[src/rtl/wb_pkg.sv]
// Shared writeback-stage definitions.
//  - LD_*      : RV32 load funct3 encodings understood by the load formatter
//  - wb_src_e  : canonical writeback source indices for the 4-source pipeline
//  - sext()    : sign-extend a value whose sign bit sits at position msb;
//                also used by the decode stage for immediates (msb = 11, 12, 20 ...)
package wb_pkg;

    localparam logic [2:0] LD_B  = 3'b000;
    localparam logic [2:0] LD_H  = 3'b001;
    localparam logic [2:0] LD_W  = 3'b010;
    localparam logic [2:0] LD_BU = 3'b100;
    localparam logic [2:0] LD_HU = 3'b101;

    typedef enum logic [1:0] {
        WB_ALU = 2'd0,
        WB_MEM = 2'd1,
        WB_PC4 = 2'd2,
        WB_CSR = 2'd3
    } wb_src_e;

    // Bits above msb are replaced by copies of v[msb]; bits at and below msb pass.
    function automatic logic [63:0] sext(input logic [63:0] v, input logic [5:0] msb);
        logic [63:0] upper;
        upper = {64{1'b1}} << msb;
        upper = upper << 1;
        return v[msb] ? (v | upper) : (v & ~upper);
    endfunction

endpackage

[src/rtl/wb_stage_reg_if.sv]
// Bus bundle between the MEM stage and the registered writeback stage.
//  slave  modport : used by wb_stage_reg (consumes *_i, drives *_o)
//  master modport : used by the upstream pipeline / testbench
//
// Handshake: valid_i qualifies every other *_i field in the cycle it is high.
// There is no ready signal; stall_i is the only backpressure, and while it is
// high nothing is captured, so upstream must keep presenting the same
// instruction until stall_i drops. flush_i discards whatever is presented.
interface wb_stage_reg_if #(
    parameter int WIDTH   = 32,
    parameter int NSRC    = 4,
    parameter int RADDR_W = 5
);
    localparam int SEL_W = (NSRC > 1) ? $clog2(NSRC) : 1;

    logic                    stall_i;
    logic                    flush_i;
    logic                    valid_i;
    logic [SEL_W-1:0]        wb_sel_i;
    logic [NSRC*WIDTH-1:0]   src_i;
    logic                    reg_wr_i;
    logic [RADDR_W-1:0]      rd_i;
    logic [2:0]              ld_fmt_i;
    logic [1:0]              byte_off_i;

    logic                    valid_o;
    logic                    rf_we_o;
    logic [RADDR_W-1:0]      rf_waddr_o;
    logic [WIDTH-1:0]        rf_wdata_o;
    logic                    sel_err_o;

    modport slave (
        input  stall_i, flush_i, valid_i, wb_sel_i, src_i, reg_wr_i, rd_i,
               ld_fmt_i, byte_off_i,
        output valid_o, rf_we_o, rf_waddr_o, rf_wdata_o, sel_err_o
    );

    modport master (
        output stall_i, flush_i, valid_i, wb_sel_i, src_i, reg_wr_i, rd_i,
               ld_fmt_i, byte_off_i,
        input  valid_o, rf_we_o, rf_waddr_o, rf_wdata_o, sel_err_o
    );

endinterface

[src/rtl/load_fmt.sv]
// Combinational RV32 load formatter.
//  raw  : raw memory read word (only raw[31:0] is meaningful)
//  fmt  : load funct3
//  off  : address[1:0] of the load, selects the byte / halfword lane
//  data : lane-aligned, sign- or zero-extended result, WIDTH bits
module load_fmt
    import wb_pkg::*;
#(
    parameter int WIDTH = 32
) (
    input  logic [WIDTH-1:0] raw,
    input  logic [2:0]       fmt,
    input  logic [1:0]       off,
    output logic [WIDTH-1:0] data
);

    logic [31:0] word;
    logic [7:0]  lane_b;
    logic [15:0] lane_h;

    always_comb begin
        word = raw[31:0];

        case (off)
            2'd0:    lane_b = word[7:0];
            2'd1:    lane_b = word[15:8];
            2'd2:    lane_b = word[23:16];
            default: lane_b = word[31:24];
        endcase

        // off[0] is deliberately ignored: misaligned halfwords trap upstream.
        lane_h = off[1] ? word[31:16] : word[15:0];

        case (fmt)
            LD_B:    data = WIDTH'(sext({56'd0, lane_b}, 6'd7));
            LD_BU:   data = WIDTH'({56'd0, lane_b});
            LD_H:    data = WIDTH'(sext({48'd0, lane_h}, 6'd15));
            LD_HU:   data = WIDTH'({48'd0, lane_h});
            // On a 64-bit datapath LW sign-extends; on 32 bits this is a plain copy.
            LD_W:    data = WIDTH'(sext({32'd0, word}, 6'd31));
            default: data = WIDTH'({32'd0, word});
        endcase
    end

endmodule

[src/rtl/wb_stage_reg.sv]
// Registered writeback stage (MEM/WB boundary) of the RV32 pipeline.
//  clk, rst : rising-edge clock, synchronous active-high reset
//  wb       : wb_stage_reg_if.slave
//     in : stall_i flush_i valid_i wb_sel_i src_i reg_wr_i rd_i ld_fmt_i byte_off_i
//     out: valid_o rf_we_o rf_waddr_o rf_wdata_o sel_err_o (all registered)
// Picks one of NSRC packed sources, formats it when it is the memory source,
// and registers the register-file write port. Edge priority:
// rst > flush_i > stall_i > load. Outputs also feed WB->EX forwarding.
module wb_stage_reg
    import wb_pkg::*;
#(
    parameter int WIDTH    = 32,
    parameter int NSRC     = 4,
    parameter int LOAD_SEL = int'(WB_MEM),
    parameter int RADDR_W  = 5
) (
    input  logic                 clk,
    input  logic                 rst,
    wb_stage_reg_if.slave        wb
);

    localparam int SEL_W = (NSRC > 1) ? $clog2(NSRC) : 1;
    localparam int SW1   = SEL_W + 1;
    // One extra bit so that NSRC itself (e.g. 4 with a 2-bit select) is representable.
    localparam logic [SEL_W:0] NSRC_L = SW1'(NSRC);
    localparam logic [SEL_W:0] LOAD_L = SW1'(LOAD_SEL);

    logic [WIDTH-1:0] raw_sel;
    logic [WIDTH-1:0] fmt_data;
    logic [WIDTH-1:0] wdata_d;
    logic             sel_ok;
    logic             is_load;
    logic             we_d;
    logic             err_d;

    always_comb begin
        raw_sel = '0;
        for (int k = 0; k < NSRC; k++) begin
            if ({1'b0, wb.wb_sel_i} == SW1'(k)) begin
                raw_sel = wb.src_i[k*WIDTH +: WIDTH];
            end
        end

        sel_ok  = {1'b0, wb.wb_sel_i} < NSRC_L;
        is_load = {1'b0, wb.wb_sel_i} == LOAD_L;

        // An out-of-range select writes zero and never enables the register file.
        if (!sel_ok) begin
            wdata_d = '0;
        end else if (is_load) begin
            wdata_d = fmt_data;
        end else begin
            wdata_d = raw_sel;
        end

        // x0 writes are dropped here but the instruction itself stays valid.
        we_d  = wb.valid_i & wb.reg_wr_i & (wb.rd_i != '0) & sel_ok;
        err_d = wb.valid_i & ~sel_ok;
    end

    load_fmt #(
        .WIDTH (WIDTH)
    ) u_load_fmt (
        .raw  (raw_sel),
        .fmt  (wb.ld_fmt_i),
        .off  (wb.byte_off_i),
        .data (fmt_data)
    );

    always_ff @(posedge clk) begin
        if (rst) begin
            wb.valid_o    <= 1'b0;
            wb.rf_we_o    <= 1'b0;
            wb.sel_err_o  <= 1'b0;
            wb.rf_waddr_o <= '0;
            wb.rf_wdata_o <= '0;
        end else if (wb.flush_i) begin
            // Address/data are left alone: with rf_we_o low they are don't-care.
            wb.valid_o    <= 1'b0;
            wb.rf_we_o    <= 1'b0;
            wb.sel_err_o  <= 1'b0;
        end else if (!wb.stall_i) begin
            wb.valid_o    <= wb.valid_i;
            wb.rf_we_o    <= we_d;
            wb.sel_err_o  <= err_d;
            wb.rf_waddr_o <= wb.rd_i;
            wb.rf_wdata_o <= wdata_d;
        end
    end

endmodule
[src/flat_wrapper.sv]
// flat-port wrapper written by rule: the top's interface ports become plain ports
module wb_stage_reg_flat import wb_pkg::*;
#(
    parameter int WIDTH    = 32,
    parameter int NSRC     = 4,
    parameter int LOAD_SEL = int'(WB_MEM),
    parameter int RADDR_W  = 5
)
  (clk, rst, wb_stall_i, wb_flush_i, wb_valid_i, wb_wb_sel_i, wb_src_i, wb_reg_wr_i, wb_rd_i, wb_ld_fmt_i, wb_byte_off_i, wb_valid_o, wb_rf_we_o, wb_rf_waddr_o, wb_rf_wdata_o, wb_sel_err_o);
  wb_stage_reg_if #(.WIDTH(WIDTH), .NSRC(NSRC), .RADDR_W(RADDR_W)) wb_i ();
  input  logic clk;
  input  logic rst;
  input wire logic [$bits(wb_i.stall_i)-1:0] wb_stall_i;
  input wire logic [$bits(wb_i.flush_i)-1:0] wb_flush_i;
  input wire logic [$bits(wb_i.valid_i)-1:0] wb_valid_i;
  input wire logic [$bits(wb_i.wb_sel_i)-1:0] wb_wb_sel_i;
  input wire logic [$bits(wb_i.src_i)-1:0] wb_src_i;
  input wire logic [$bits(wb_i.reg_wr_i)-1:0] wb_reg_wr_i;
  input wire logic [$bits(wb_i.rd_i)-1:0] wb_rd_i;
  input wire logic [$bits(wb_i.ld_fmt_i)-1:0] wb_ld_fmt_i;
  input wire logic [$bits(wb_i.byte_off_i)-1:0] wb_byte_off_i;
  output wire logic [$bits(wb_i.valid_o)-1:0] wb_valid_o;
  output wire logic [$bits(wb_i.rf_we_o)-1:0] wb_rf_we_o;
  output wire logic [$bits(wb_i.rf_waddr_o)-1:0] wb_rf_waddr_o;
  output wire logic [$bits(wb_i.rf_wdata_o)-1:0] wb_rf_wdata_o;
  output wire logic [$bits(wb_i.sel_err_o)-1:0] wb_sel_err_o;
  assign wb_i.stall_i = wb_stall_i;
  assign wb_i.flush_i = wb_flush_i;
  assign wb_i.valid_i = wb_valid_i;
  assign wb_i.wb_sel_i = wb_wb_sel_i;
  assign wb_i.src_i = wb_src_i;
  assign wb_i.reg_wr_i = wb_reg_wr_i;
  assign wb_i.rd_i = wb_rd_i;
  assign wb_i.ld_fmt_i = wb_ld_fmt_i;
  assign wb_i.byte_off_i = wb_byte_off_i;
  assign wb_valid_o = wb_i.valid_o;
  assign wb_rf_we_o = wb_i.rf_we_o;
  assign wb_rf_waddr_o = wb_i.rf_waddr_o;
  assign wb_rf_wdata_o = wb_i.rf_wdata_o;
  assign wb_sel_err_o = wb_i.sel_err_o;
  wb_stage_reg #(.WIDTH(WIDTH), .NSRC(NSRC), .LOAD_SEL(LOAD_SEL), .RADDR_W(RADDR_W)) u_core (.clk(clk), .rst(rst), .wb(wb_i));
endmodule
[config.mk]
export PLATFORM = sky130hd
export DESIGN_NAME = wb_stage_reg_flat
export DESIGN_NICKNAME = d
export VERILOG_FILES = /design/src/rtl/wb_pkg.sv /design/src/rtl/wb_stage_reg_if.sv /design/src/rtl/load_fmt.sv /design/src/rtl/wb_stage_reg.sv /design/src/flat_wrapper.sv
export SDC_FILE = /design/constraint.sdc
export NUM_CORES = 1
export LEC_CHECK = 0
export BUFFER_PORTS_ARGS = -buffer_cell sky130_fd_sc_hd__buf_2
export CAP_MARGIN = 30
export CORE_MARGIN = 10
export CORE_UTILIZATION = 30
export CTS_BUF_LIST = sky130_fd_sc_hd__clkbuf_2 sky130_fd_sc_hd__clkbuf_4 sky130_fd_sc_hd__clkbuf_8
export DETAILED_ROUTE_END_ITERATION = 8
export PLACE_DENSITY = 0.56
export SETUP_SLACK_MARGIN = 0.1
export SYNTH_ARGS = -nofsm -noshare
export SYNTH_HDL_FRONTEND = slang
export SYNTH_SLANG_ARGS = --single-unit
[constraint.sdc]
create_clock -name clk -period 2.4 [get_ports clk]
set_clock_uncertainty 0.2 [all_clocks]
set_input_delay 0.12 -clock clk [delete_from_list [all_inputs] [get_ports clk]]
set_output_delay 0.12 -clock clk [all_outputs]
set_load 0.01 [all_outputs]
### Yosys cells after proc, flatten, opt, wreduce, memory -nomap -nowiden

Cells that the tools add are included.

| cells by class | value |
|---|---|
| reductions and logical operators | 6 |
| bitwise logic cells | 4 |
| equal/unequal tests | 9 |
| mux-type cells | 11 |

Operator list:

| kind | number |
|---|---|
| $mux 32 | 8 |
| $pmux 32 s5 | 1 |
| $pmux 8 s3 | 1 |
| $mux 16 | 1 |
| $eq 2x2->1 const B | 3 |
| $eq 3x3->1 const B | 2 |
| $reduce_bool 5->1 | 1 |
| $eq 2x1->1 const B | 2 |
| $logic_not 2->1 | 2 |
| $eq 3x1->1 const B | 1 |
| $eq 3x2->1 const B | 1 |
| $logic_not 3->1 | 1 |
| $and 1x1->1 | 2 |
| $not 1->1 | 2 |
| $reduce_and 2->1 | 1 |
| $reduce_or 2->1 | 1 |

| storage, ports and cells | value |
|---|---|
| register bits after elaboration | 39 |
| output and inout bits | 40 |
| bits of input ports | 146 |
| word-level logic and storage cells | 34 |

### Depth between registers and ports, before layout

| depth | value |
|---|---|
| depth in word-level cells | 9 |
| depth in mapped cells | 10 |
| depth with buffers taken out | 5 |

### Hierarchy

From an unflattened synthesis, not the netlist that was laid out.

| unflattened totals | value |
|---|---|
| cells, all modules | 422 |
| area, all modules | 3982.6 um^2 |

By module, submodules not included:

| module | area each (um^2) | instances | sequential area each (um^2) | cells an instance |
|---|---|---|---|---|
| wb_stage_reg | 2961.6 | 1 | 780.7 | 288 |
| load_fmt | 1021.0 | 1 | 0.0 | 134 |

### Least setup slack after synthesis

No wires, ideal clock.

| path | value |
|---|---|
| path type | input port to flip-flop |
| start | input port wb_wb_sel_i[0] |
| end | register u_core.wb.rf_wdata_o[3] |
| path buffers | 3 |
| required time | 2.066 ns |
| slack | 0.535 ns |
| setup time | 0.134 ns |
| stages on the path | 6 |
| data arrival time | 1.531 ns |
| path through | buf_6 -> buf_12 -> buf_4 -> mux4_2 -> a2111oi_0 -> a211oi_1 |

| on the way | value |
|---|---|
| word-level cells in the longest chain between the ends | 9 |
| elaborated cells between the ends (all ways) | 15 |
| classes of those cells | eq/ne: 3; mux: 11; reduce/logical: 1 |

Ends and longest elaborated chain:

| item | RTL line | source |
|---|---|---|
| start, declared | flat_wrapper.sv:16 | `input wire logic [$bits(wb_i.wb_sel_i)-1:0] wb_wb_sel_i;` |
| $logic_not 2->1 | wb_stage_reg.sv:39 | `if ({1'b0, wb.wb_sel_i} == SW1'(k)) begin` |
| $mux 32 (4 in series) | wb_stage_reg.sv:39 |  |
| $pmux 8 s3 / $mux 16 (equally long branches) | load_fmt.sv:24, load_fmt.sv:32 |  |
| $mux 32 | wb_pkg.sv:26 | `return v[msb] ? (v \| upper) : (v & ~upper);` |
| $pmux 32 s5 | load_fmt.sv:34 | `case (fmt)` |
| $mux 32 * | wb_stage_reg.sv:50 | `end else if (is_load) begin` |
| end signal, assigned | wb_stage_reg.sv:87 | `wb.rf_wdata_o <= wdata_d;` |
| end, declared | wb_stage_reg_if.sv:35 | `output valid_o, rf_we_o, rf_waddr_o, rf_wdata_o, sel_err_o` |

Mark *: on every way between the ends. The rest lies on a longest branch, timed or not.
A chain may end at the register's enable or synchronous reset.

### Final worst setup path

| path | value |
|---|---|
| start | input port wb_wb_sel_i[0] |
| end | register u_core.wb.rf_wdata_o[16] |

The elaborated chain is that of the path after synthesis.

==> impl_metrics.ini <==
[timing]
setup_viol_count_final = 0
hold_viol = 1
holdWs_ps = -8.780
clock.fmax_ghz = 0.5071
slew_violations = 0
slew_headroom_pct = 60.16
worstMarginPinSlew_ps = 595.6
finalCritPeriodShare_pct = 82.16
finalSetupTns_ps = 0
fin_crit_ps = 1972
rsz0062_at_grt = false

[global_routing]
track_usage_pct = 17.33
grt_antenna_before_repair = 1
overflow = 0
grt_pass1_wl_um = 21110
grt_max_degree = 26
grt_pass1_vias = 3921

[critical_path]
worstPathCellList = buf_4, mux2_2, o22ai_1, o41ai_4, a21oi_2, o21ai_0
worst-r2r-setup-slack_ps = 1050
endpoint_kind = flip-flop
reg2reg_to = u_core.wb.valid_o$_SDFFE_PP0N_
cp.required_ps = 2370
worstSetupStartpoint = wb_wb_sel_i[0]
max_stage_delay_ps = 400
r2r_cells = 3
arrival_ps = 1940
crit_type = input pin to flip-flop
crit_end = u_core.wb.rf_wdata_o[16]$_SDFFE_PP0P_
critPathLaunchType = input pin
worstReg2RegStart = u_core.wb.valid_o$_SDFFE_PP0N_
crit_path_top_delay_cell = o22ai_1
crit_fanout = 18

[placed_design]
place_area_um2 = 4310
portBuffers = 184
hpwl_um = 11420
gp_congestion = 0.8440

[clock_tree]
tritoncts = yes
clock_tree.buffer_depth = 2
post_cts_buffers = 0
htree_levels = 2
cts_buffers = 5
clk_pin_slew_ps = 90
cts.sink_count = 39
clk_latency_ps = 300
cts-root-buf = clkbuf_8

[yosys]
syn_nets = 529
synthDistinctLibCells = 48
synthArstFlopShare_pct = 0
yosysSeqAreaShare_pct = 24.06
ys_top_cells_by_area = dfxtp_1 (24%), mux4_2 (16%), mux2i_1 (9.6%)
synth_edf_count = 0
yosys_warnings = 0
syn-cell-area_um2 = 3244
yosys.area.top_type = dfxtp_1
synthFlopType = dfxtp_1
synth_cells = 383
ys_top_cells_by_count = nor2_1 (60), nand2_1 (51), dfxtp_1 (39), mux2i_1 (31), mux4_2 (23)
synth_area_per_cell_um2 = 8.471
synth_top_cell_area_share_pct = 24.06
synth_most_common_cell = nor2_1
ys_seq_elements = 39

[floorplan]
core_um2 = 10420
row_count = 37
die-width_um = 124.0
io_pins = 186
initial_core_util_pct = 31.15
die_area_um2 = 15370
dieHeight_um = 124.0

[detailed_routing]
wl_per_cell_um = 19.84
vias = 3830
ant_nets = 0
viasPerCell = 5.433
routed_wl_um = 13990
drt-pass1-iter-count = 5
remaining_drc_errors = 0
drt_first_iter_violations = 203

[power_and_ir_drop]
ir_drop_mv = 0.2396
powerDensity_nw_per_um2 = 462.8
power_mw = 2.096
cellLeakagePower_nw = 2.075

[finish]
area_growth_pct = 39.61
layout-drive-gt1-share_pct = 43.31
postLayoutCoreUtil_pct = 43.48
fin_nets = 713
fin_area_um2 = 4529

[run_status]
status = finished with violations
failed_checks = hold timing

[hold_path]
hp-class = input pin to flip-flop

[run]
maxCapViolations = 0
cells in the final DEF, fill, tap and decap left out, types with 3 or more instances in the layout:
master and n:
and2_1 3, nor2_1 59, o211ai_1 5, mux4_2 23
o22ai_1 4, dlygate4sd3_1 8, a221oi_1 8, nand3_1 10
a22oi_1 6, buf_2 183, o21ai_0 20, nand2_1 51
a21oi_1 19, o221ai_1 4, nand4_1 4, mux2i_1 31
a211oi_1 15, nor3_1 4, a21o_1 3, a2111oi_0 4
inv_1 3, clkbuf_8 5, buf_4 14, mux2_2 4
nor4_1 8, dfxtp_1 39
per-stage QoR:
step | setup slack, ps | instances
3_5_place_dp | 150.5 | 688
6_report | 428.1 | 705
3_3_place_gp | 204.1 | 688
5_1_grt | 288.4 | 705
2_1_floorplan | 534.8 | 383
4_1_cts | 127.7 | 705
how the worst min path moves through the flow:
stage                                       endpoint  cells past startpoint      startpoint
2_1_floorplan         u_core.wb.rf_we_o$_SDFFE_PP0N_                      1      wb_flush_i
3_3_place_gp          u_core.wb.rf_we_o$_SDFFE_PP0N_                      2      wb_flush_i
3_5_place_dp          u_core.wb.rf_we_o$_SDFFE_PP0N_                      2      wb_flush_i
4_1_cts        u_core.wb.rf_wdata_o[11]$_SDFFE_PP0P_                      3  wb_ld_fmt_i[0]
5_1_grt               u_core.wb.rf_we_o$_SDFFE_PP0N_                      3      wb_stall_i
6_report              u_core.wb.rf_we_o$_SDFFE_PP0N_                      3      wb_stall_i
sequential cells by signal, indices dropped and copies added, names as in the netlist:
| name | flops |
|---|---|
| u_core.wb.rf_wdata_o | 32 |
| u_core.wb.rf_waddr_o | 5 |
| u_core.wb.rf_we_o | 1 |
| u_core.wb.valid_o | 1 |
metal layers:
metal	global-route usage, %	wire (µm)	vias to the layer above	part of all wire [%]
met1	21.58	5629	1833	40
met2	29.67	7004	168	50
met5	0	0	-	0
li1	-	-	1817	-
met4	3.525	170	0	1.2
met3	4.389	1181	12	8.4
power breakdown:
part	leakage (nW)	internal, mW	switching, mW
clock network	0.0644	0.415	0.258
logic	1.69	0.326	0.374
registers	0.321	0.698	0.0255
total	2.07	1.44	0.657
kinds of logic (layout without fill, tap and decap cells):
family          after synthesis  count (layout)  synth area share [%]
compound gates               97              97                 21.52
other cells                   1               2                0.1156
mux                          59              59                 27.73
simple gates                153             153                 20.94
buf+inv                      34             219                 5.630
flops                        39              39                 24.06
final cells by class:
type	count	area [µm²]
diodes	1	2.502
flip-flops and latches	39	780.7
clock buffers	5	68.82
repair buffers	207	1141
inverters	4	15.01
multi-input cells	310	2283
clock inverters	3	67.56
well taps	136	170.2
fillers	1059	5887
worst max-delay path, delay by kind of cell:
| family | cells | cell delay, ps |
|---|---|---|
| muxes | 1 | 390 |
| buffers and inverters | 1 | 280 |
| AOI/OAI and AO/OA | 4 | 1140 |
timing repair:
action                                  4_1_cts  5_1_grt
endpoints found under the hold margin         7        0
hold buffers                                  9        0
gates resized for setup                       0        0
endpoints found under the setup margin        0        1
No activity file was read; power rests on OpenSTA's default activity.
